### src/rtl/mod_cntr_if.sv
// Control and status bundle for mod_cntr: step/load controls in, count and flags out.
interface mod_cntr_if #(
  parameter int WIDTH = 4
);
  logic             en;
  logic             up;
  logic             load;
  logic [WIDTH-1:0] load_val;
  logic [WIDTH-1:0] max_val;
  logic             clr_ovf;
  logic [WIDTH-1:0] count;
  logic             tc;
  logic             ovf;

  modport master (
    output en, up, load, load_val, max_val, clr_ovf,
    input  count, tc, ovf
  );

  modport slave (
    input  en, up, load, load_val, max_val, clr_ovf,
    output count, tc, ovf
  );
endinterface

### src/rtl/mod_cntr.sv
// Registered modulo up/down counter with lower bound 0 and programmable upper bound,
// wrap or saturate at the bounds, terminal-count pulse and sticky overflow flag.
module mod_cntr #(
  parameter int WIDTH    = 4,
  parameter bit SATURATE = 1'b0
) (
  input logic         clk,
  input logic         rst,
  mod_cntr_if.slave   bus
);
  logic [WIDTH-1:0] count_q;
  logic             tc_q;
  logic             ovf_q;

  always_ff @(posedge clk or negedge rst) begin
    if (!rst) begin
      count_q <= '0;
      tc_q    <= 1'b0;
      ovf_q   <= 1'b0;
    end else begin
      tc_q <= 1'b0;
      // A boundary event later in this block overrides the clear.
      if (bus.clr_ovf) ovf_q <= 1'b0;
      if (bus.load) begin
        count_q <= (bus.load_val > bus.max_val) ? bus.max_val : bus.load_val;
      end else if (bus.en) begin
        if (bus.up) begin
          if (count_q >= bus.max_val) begin
            count_q <= SATURATE ? bus.max_val : '0;
            tc_q    <= 1'b1;
            ovf_q   <= 1'b1;
          end else begin
            count_q <= count_q + 1'b1;
          end
        end else begin
          // Above the bound after a max_val change: pull back silently.
          if (count_q > bus.max_val) begin
            count_q <= bus.max_val;
          end else if (count_q == '0) begin
            count_q <= SATURATE ? '0 : bus.max_val;
            tc_q    <= 1'b1;
            ovf_q   <= 1'b1;
          end else begin
            count_q <= count_q - 1'b1;
          end
        end
      end
    end
  end

  assign bus.count = count_q;
  assign bus.tc    = tc_q;
  assign bus.ovf   = ovf_q;
endmodule
### src/flat_wrapper.sv
// flat-port wrapper written by rule: the top's interface ports become plain ports
module mod_cntr_flat 
#(
  parameter int WIDTH    = 4,
  parameter bit SATURATE = 1'b0
)
  (clk, rst, bus_en, bus_up, bus_load, bus_load_val, bus_max_val, bus_clr_ovf, bus_count, bus_tc, bus_ovf);
  mod_cntr_if #(.WIDTH(WIDTH)) bus_i ();
  input logic clk;
  input logic rst;
  input wire logic [$bits(bus_i.en)-1:0] bus_en;
  input wire logic [$bits(bus_i.up)-1:0] bus_up;
  input wire logic [$bits(bus_i.load)-1:0] bus_load;
  input wire logic [$bits(bus_i.load_val)-1:0] bus_load_val;
  input wire logic [$bits(bus_i.max_val)-1:0] bus_max_val;
  input wire logic [$bits(bus_i.clr_ovf)-1:0] bus_clr_ovf;
  output wire logic [$bits(bus_i.count)-1:0] bus_count;
  output wire logic [$bits(bus_i.tc)-1:0] bus_tc;
  output wire logic [$bits(bus_i.ovf)-1:0] bus_ovf;
  assign bus_i.en = bus_en;
  assign bus_i.up = bus_up;
  assign bus_i.load = bus_load;
  assign bus_i.load_val = bus_load_val;
  assign bus_i.max_val = bus_max_val;
  assign bus_i.clr_ovf = bus_clr_ovf;
  assign bus_count = bus_i.count;
  assign bus_tc = bus_i.tc;
  assign bus_ovf = bus_i.ovf;
  mod_cntr #(.WIDTH(WIDTH), .SATURATE(SATURATE)) u_core (.clk(clk), .rst(rst), .bus(bus_i));
endmodule
### config.mk
export PLATFORM = sky130hd
export DESIGN_NAME = mod_cntr_flat
export DESIGN_NICKNAME = d
export VERILOG_FILES = /design/src/rtl/mod_cntr_if.sv /design/src/rtl/mod_cntr.sv /design/src/flat_wrapper.sv
export SDC_FILE = /design/constraint.sdc
export NUM_CORES = 1
export LEC_CHECK = 0
export CAP_MARGIN = 20
export CORE_MARGIN = 4
export CORE_UTILIZATION = 47
export CTS_CLUSTER_SIZE = 24
export DETAILED_ROUTE_END_ITERATION = 10
export GPL_TIMING_DRIVEN = 0
export HOLD_SLACK_MARGIN = 0.1
export PLACE_DENSITY = 0.9
export SLEW_MARGIN = 10
export SYNTH_ARGS = -nofsm -noshare
export SYNTH_HDL_FRONTEND = slang
export SYNTH_SLANG_ARGS = --single-unit
### constraint.sdc
create_clock -name clk -period 2.2 [get_ports clk]
set_clock_uncertainty 0.05 [all_clocks]
set_input_delay 0.22 -clock clk [delete_from_list [all_inputs] [get_ports clk]]
set_output_delay 0.22 -clock clk [all_outputs]
set_load 0.05 [all_outputs]
==> metrics.sh <==
STATUS='finished clean'
SYNTH-EDFF-COUNT=0
YS_SEQ_AREA_FRAC=0.1967
GRT_PASS1_VIAS=739
MAPPEDNETLISTAREA_UM2=763.2
CTSLONGESTPATHBUFFERS=2
CP-END-KIND='flip-flop'
RSZ0062_AT_GRT='true'
POST-LAYOUT-TOTAL-POWER_mW=0.6832
POST-DP-HPWL_MM=1.489
NUM_VIAS=740
PLACEMENT_ROWS=14
FINAL_WEIGHTED_CONGESTION_OF_ROUTABILITY_DRIVEN_GLOBAL_PLACEMENT=0.8570
DETAIL_ROUTE.VIAS_PER_CELL=6.066
FINAL_UTIL=0.6486
SYNTH.FF_LATCH_COUNT=6
DIE_AREA_UM2=2332
ANTENNA_FOUND_INITIAL=0
RR_WORST_DEPTH=7
ROUTEDWLPERCELL_UM=14.88
YOSYS.AREA_SHARE.SIMPLE=0.1869
SYNTH_FLOP_CELL='sky130_fd_sc_hd__dfrtp_1'
SYNTH_ASYNC_SR_FLOP_SHARE=1.000
SYNTH_CELL_TYPES=35
FINALHOLDVIOLCOUNT=0
PERIOD_NEEDED_NS=2.151
CTS-ROOT-BUF='sky130_fd_sc_hd__clkbuf_4'
POSTSYNTHAREAPERCELL_UM2=8.979
STATIC-LEAKAGE-POWER_nW=0.4484
NETS=131
POWERDENSITY_nW_PER_UM2=691.2
SYNTH.NET_COUNT=109
YOSYS.AREA_SHARE.ADDER=0.1639
CRIT_ARRIVAL_NS=2.27
FINAL-INSTANCE-COUNT-EXCL-FILL=122
GRT_START_MAX_NET_PINS=10
FINALSETUPVIOLATIONS=0
MAIN_COMBINATIONAL_CELL_FAMILY_BY_AREA_AFTER_SYNTHESIS='compound AO/OA/AOI/OAI gates'
RRSETUPSLACK_NS=0.11
INITIAL_UTILIZATION=0.5008
GRT_UTIL_ALL_LAYERS=0.1896
VDD.IR_DROP.WORST_uV=503.4
POWER.COMBINATIONAL.FRACTION=0.608
MOST_COMMON_CELL_AFTER_LAYOUT_FILL_AND_TAPS_ASIDE='sky130_fd_sc_hd__clkdlybuf4s50_1'
TIMING.RR.END='u_core.bus.count[3]'
INTERNAL-POWER_mW=0.3810
CTS-BUFFERS-INSERTED=3
FIRST_PASS_GRT_WIRE_LENGTH_MM=3.063
LARGEST_FANOUT_OF_ANY_NET_ON_THE_CRITICAL_PATH=5
LAYOUT_COMMON_CELLS='sky130_fd_sc_hd__clkdlybuf4s50_1 (17), sky130_fd_sc_hd__ha_1 (10), sky130_fd_sc_hd__inv_1 (7)'
NUMBER_OF_PLACED_CELLS_COUNTING_WELL_TAPS=118
DRC=0
WORST_SETUP_HOLD_PATH_CLK_SLEW_NS=0.05
FMAX_GHz=0.4649
SWSHARE=0.4424
YOSYS-MUX-AREA-FRACTION=0.07869
FINAL-MAX-SLEW-VIOLATION-COUNT=0
COUNT_OF_ROUTING_VIOLATIONS_AFTER_THE_OPENING_DETAILED_ROUTE_ITERATION=5
PLACE.PORT_BUFFERS=17
NET-SWITCHING-POWER_mW=0.3023
WORSTMARGINPINSLEW_NS=0.4966
DRT_WL_TOTAL_MM=1.815
SYNTH.YOSYS.WARNINGS=0
DRT_PASS1_ITERATIONS=4
SYNTH_COMPOUND_AREA_FRAC=0.2213
CP.REQUIRED_NS=2.32
CAP_VIOL_MAX_COUNT=0
TRITONCTS_CLOCK_TREE='yes'
NUMBER_OF_CLOCK_SINKS=6
ROUTE.ANTENNA.REMAINING_NETS=0
CATEGORY_OF_THE_WORST_SETUP_PATH_LAUNCH_POINT='primary input'
RELSLEWSLACK=0.6679
XOR_XNOR_SHARE_OF_THE_SYNTHESIZED_AREA=0.04590
POWER.SHARE.CLOCK=0.167
DIE_HEIGHT_UM=48.30
GLOBAL_ROUTE.OVERFLOW_TOTAL=0
TIMING.SETUP.CRITICAL_PATH_CLASS='primary input to flip-flop'
POST_ROUTE_CELLS_DRIVE_ABOVE_1_SHARE=0.1509
INSERTION_DELAY_NS=0.25
HOLD_PATH_CLASS='primary input to asynchronous set/reset pin'
SEQPWRFRAC=0.226
DIE_W_UM=48.30
COREAREA_UM2=1524
ANTENNA_CELLS=0
IO_PINS=20
NUMBER_OF_STANDARD_CELLS_AFTER_SYNTHESIS=85
NFILLCELLS=136
SYNTHTOLAYOUTAREAGROWTH_PCT=29.51
R2R-START='u_core.bus.count[0]'
FINALCRITPERIODSHARE=0.9778
H_TREE_DEPTH=1
SETUP_TOTAL_NEGATIVE_SLACK_NS=0
==> state kept, by name, summed over array words and instances, names as in the netlist <==
register,flops
u_core.bus.count,4
u_core.bus.tc,1
u_core.bus.ovf,1
==> stage by stage <==
stage               hold slack [ns]  instance area (um^2)  setup slack, ns
floorplan                   -0.1256                 765.7          0.05644
global placement             0.4181                 955.9          -0.1963
detailed placement           0.4273                 955.9          -0.2446
CTS                          0.1550                 982.2          0.01957
global route                 0.1715                 988.4         -0.06741
finish                       0.1533                 988.4          0.04894
==> synth_stat cells (2+ instances only) <==
cell / number / area (um^2)
sky130_fd_sc_hd__nor2b_1: 2 / 12.51
sky130_fd_sc_hd__mux2i_1: 6 / 60.06
sky130_fd_sc_hd__nor2_1: 7 / 26.28
sky130_fd_sc_hd__buf_4: 2 / 15.01
sky130_fd_sc_hd__xnor2_1: 3 / 26.28
sky130_fd_sc_hd__buf_6: 2 / 22.52
sky130_fd_sc_hd__dfrtp_1: 6 / 150.1
sky130_fd_sc_hd__a221oi_1: 2 / 17.52
sky130_fd_sc_hd__inv_1: 7 / 26.28
sky130_fd_sc_hd__nor3_1: 5 / 25.02
sky130_fd_sc_hd__ha_1: 10 / 125.1
sky130_fd_sc_hd__nand3_1: 2 / 10.01
sky130_fd_sc_hd__nand2_1: 2 / 7.510
sky130_fd_sc_hd__o21ai_0: 3 / 15.01
sky130_fd_sc_hd__nand2b_1: 2 / 12.51
sky130_fd_sc_hd__a21oi_1: 5 / 25.02
==> cell type report <==
class                   instances  area [um^2]  share of cell area
clock buffers                   4        26.28             0.02658
well taps                      16        20.02             0.02025
repair buffers                 17        170.2              0.1722
multi-input cells              67        538.0              0.5443
plain buffers                   4        37.54             0.03797
inverters                       8        43.79             0.04430
flip-flops and latches          6        152.6              0.1544
==> critical path, cell delays in order <==
cell	delay [ns]
sky130_fd_sc_hd__clkdlybuf4s50_1	0.50
sky130_fd_sc_hd__inv_1	0.09
sky130_fd_sc_hd__ha_1	0.29
sky130_fd_sc_hd__nor2b_1	0.14
sky130_fd_sc_hd__o211a_1	0.28
sky130_fd_sc_hd__o221a_1	0.24
sky130_fd_sc_hd__a211o_1	0.28
sky130_fd_sc_hd__a221oi_2	0.22
==> power groups by stage <==
| stage | Clock [mW] | Combinational [mW] | Sequential [mW] |
|---|---|---|---|
| 3_5_place_dp | 0 | 0.408 | 0.155 |
| 6_report | 0.114 | 0.415 | 0.154 |
| 2_1_floorplan | 0 | 0.234 | 0.215 |
| 3_3_place_gp | 0 | 0.390 | 0.155 |
| 5_1_grt | 0.129 | 0.450 | 0.157 |
| 4_1_cts | 0.117 | 0.408 | 0.154 |
==> worst max path at each step <==
| stage | end | start | depth (start not counted) |
|---|---|---|---|
| floorplan | u_core.bus.count[2] | u_core.bus.count[3] | 6 |
| global placement | u_core.bus.count[2] | bus_max_val[3] | 8 |
| detailed placement | u_core.bus.count[2] | bus_max_val[3] | 8 |
| CTS | u_core.bus.count[2] | bus_max_val[3] | 8 |
| global route | u_core.bus.count[3] | bus_max_val[1] | 8 |
| finish | u_core.bus.count[2] | bus_max_val[1] | 8 |
==> per-layer routing <==
layer / up-vias / global-route usage / wire (um)
met4: 0 / 0.05376 / 13
li1: 362 / - / -
met5: - / 0 / 0
met2: 22 / 0.3359 / 956
met1: 354 / 0.2165 / 748
met3: 2 / 0.05904 / 96
==> timing repair <==
action	CTS	global route
hold endpoints to repair	0	0
setup endpoints to repair	0	3
hold buffers	0	0
buffers inserted	0	0
gates resized for setup	0	2
==> logic make-up (layout without fill, tap and decap cells) <==
group                      after synthesis  after routing
and+or+nand+nor                         25             25
AOI/OAI and AO/OA                       22             22
buffers and inverters                   12             33
adders and majority gates               10             10
muxes                                    6              6
DFF                                      6              6
xor gates and xnor gates                 4              4
No activity file was read; power rests on OpenSTA's default activity.
==> RTL edit, RTL diff (config.mk and constraints unchanged) <==
`WIDTH` is set to 4 in 3 places; all go to 6.
--- a/src/rtl/mod_cntr_if.sv
+++ b/src/rtl/mod_cntr_if.sv
@@ -2,3 +2,3 @@
 interface mod_cntr_if #(
-  parameter int WIDTH = 4
+  parameter int WIDTH = 6
 );
--- a/src/rtl/mod_cntr.sv
+++ b/src/rtl/mod_cntr.sv
@@ -3,3 +3,3 @@
 module mod_cntr #(
-  parameter int WIDTH    = 4,
+  parameter int WIDTH    = 6,
   parameter bit SATURATE = 1'b0
--- a/src/flat_wrapper.sv
+++ b/src/flat_wrapper.sv
@@ -3,3 +3,3 @@
 #(
-  parameter int WIDTH    = 4,
+  parameter int WIDTH    = 6,
   parameter bit SATURATE = 1'b0
Interface: changed (resized bus_count, bus_load_val and bus_max_val); port bits go from 20 to 26. The function was not compared with the original's and may differ.
==> RTL edit against the original RTL <==
- sequential cell count rose by 2
- routed wire length increased by 99%
- synthesized area grew 49%
- highest routed layer unchanged
- power increased by 42%
- setup slack worse by 0.030 ns
- final area increased by 60%
- cell count increased by 63%
==> RTL edit: results (changes against the original RTL) <==
Cells and area
The flip-flop count of the largest register after layout is 6 (was 4). The total of fill cells in the finished design is 181 (was 136). The multi-input combinational cell area came to 930 µm² (was 538 µm²). The clock-cell share of area is 0.0166 (was 0.0266). The non-clock buffering overhead in the final layout was 0.215 (was 0.210). The number of non-clock buffers in the layout was 36 (was 21).

Setup path
The register-to-register setup slack is 0.08 ns (was 0.11 ns). The peak fanout along the critical path is 4 (was 5).

Route
The per-cell via count in the routed design is 6.42 (was 6.07). The routed wire length per instance came to 18.2 µm (was 14.9 µm). The via count of the routed design is 1277 (was 740).

GRT
The overall routing resource usage is 0.215 (was 0.190). The global-route wire length before repair was 5590 µm (was 3060 µm).

Timing
The final critical-path share of the clock period is 0.992 (was 0.978).

CTS
The post-cts sizing count came to 6 (was 0). The total number of clock tree sinks is 8 (was 6).

Yosys
Most instantiated cells after synthesis: sky130_fd_sc_hd__ha_1, sky130_fd_sc_hd__inv_1, sky130_fd_sc_hd__a21oi_1 (was sky130_fd_sc_hd__ha_1, sky130_fd_sc_hd__inv_1, sky130_fd_sc_hd__nor2_1). The synthesized net count was 169 (was 109).

Placed design
The count of placed standard cells including taps was 189 (was 118). The minimum setup slack after placement is -0.455 ns (was -0.245 ns). The number of buffers added on ports came to 25 (was 17).

Status
Outcome: completed (unchanged).

Pwr
The largest vdd supply drop is 583 µV (was 503 µV). The net load switching power is 0.447 mW (was 0.302 mW). The leakage power of the design is 0.690 nW (was 0.448 nW).
==> RTL edit: cell types whose count changed after synthesis, moves of 5 or more <==
cell,delta
sky130_fd_sc_hd__a21oi_1,+7
sky130_fd_sc_hd__o311ai_0,+5
sky130_fd_sc_hd__ha_1,+5
sky130_fd_sc_hd__nor2_1,-5
sky130_fd_sc_hd__inv_1,+6
==> RTL edit: critical path: stages <==
cell and delay, ns:
sky130_fd_sc_hd__clkdlybuf4s50_1 0.52, sky130_fd_sc_hd__inv_1 0.10, sky130_fd_sc_hd__ha_1 0.32, sky130_fd_sc_hd__nor2b_1 0.15
sky130_fd_sc_hd__o21ai_1 0.32, sky130_fd_sc_hd__a31oi_4 0.18, sky130_fd_sc_hd__mux2i_1 0.17, sky130_fd_sc_hd__a221oi_2 0.30
==> RTL edit: kinds of logic after synthesis <==
logic type,after synthesis,synth area share
mux,2,0.0176
simple gates,39,0.187
fa+ha+maj,15,0.165
buf+inv,18,0.0790
xor+xnor,8,0.0615
compound gates,46,0.315
flops,8,0.176
==> RTL edit: power groups by stage <==
stage               logic [mW]  registers, mW  clock network (mW)
floorplan                0.298          0.290                   0
global route             0.681          0.218               0.138
finish                   0.640          0.215               0.118
detailed placement       0.542          0.221                   0
global placement         0.528          0.220                   0
CTS                      0.578          0.214               0.126
==> RTL edit: through the flow <==
step	TNS, ns	power [mW]	area [µm²]	hold WS [ns]
global route	-0.0118	1.04	1580	0.189
global placement	-1.97	0.747	1430	0.447
detailed placement	-2.08	0.763	1430	0.456
finish	0	0.973	1580	0.182
CTS	0	0.917	1510	0.178
floorplan	0	0.588	1140	-0.126
==> RTL edit: routing by layer <==
metal	wire length, µm	GRT usage	vias to the layer above
li1	-	-	595
met1	1470	0.291	607
met2	1790	0.356	63
met3	275	0.0204	12
met4	82	0.0728	0
met5	0	0	-
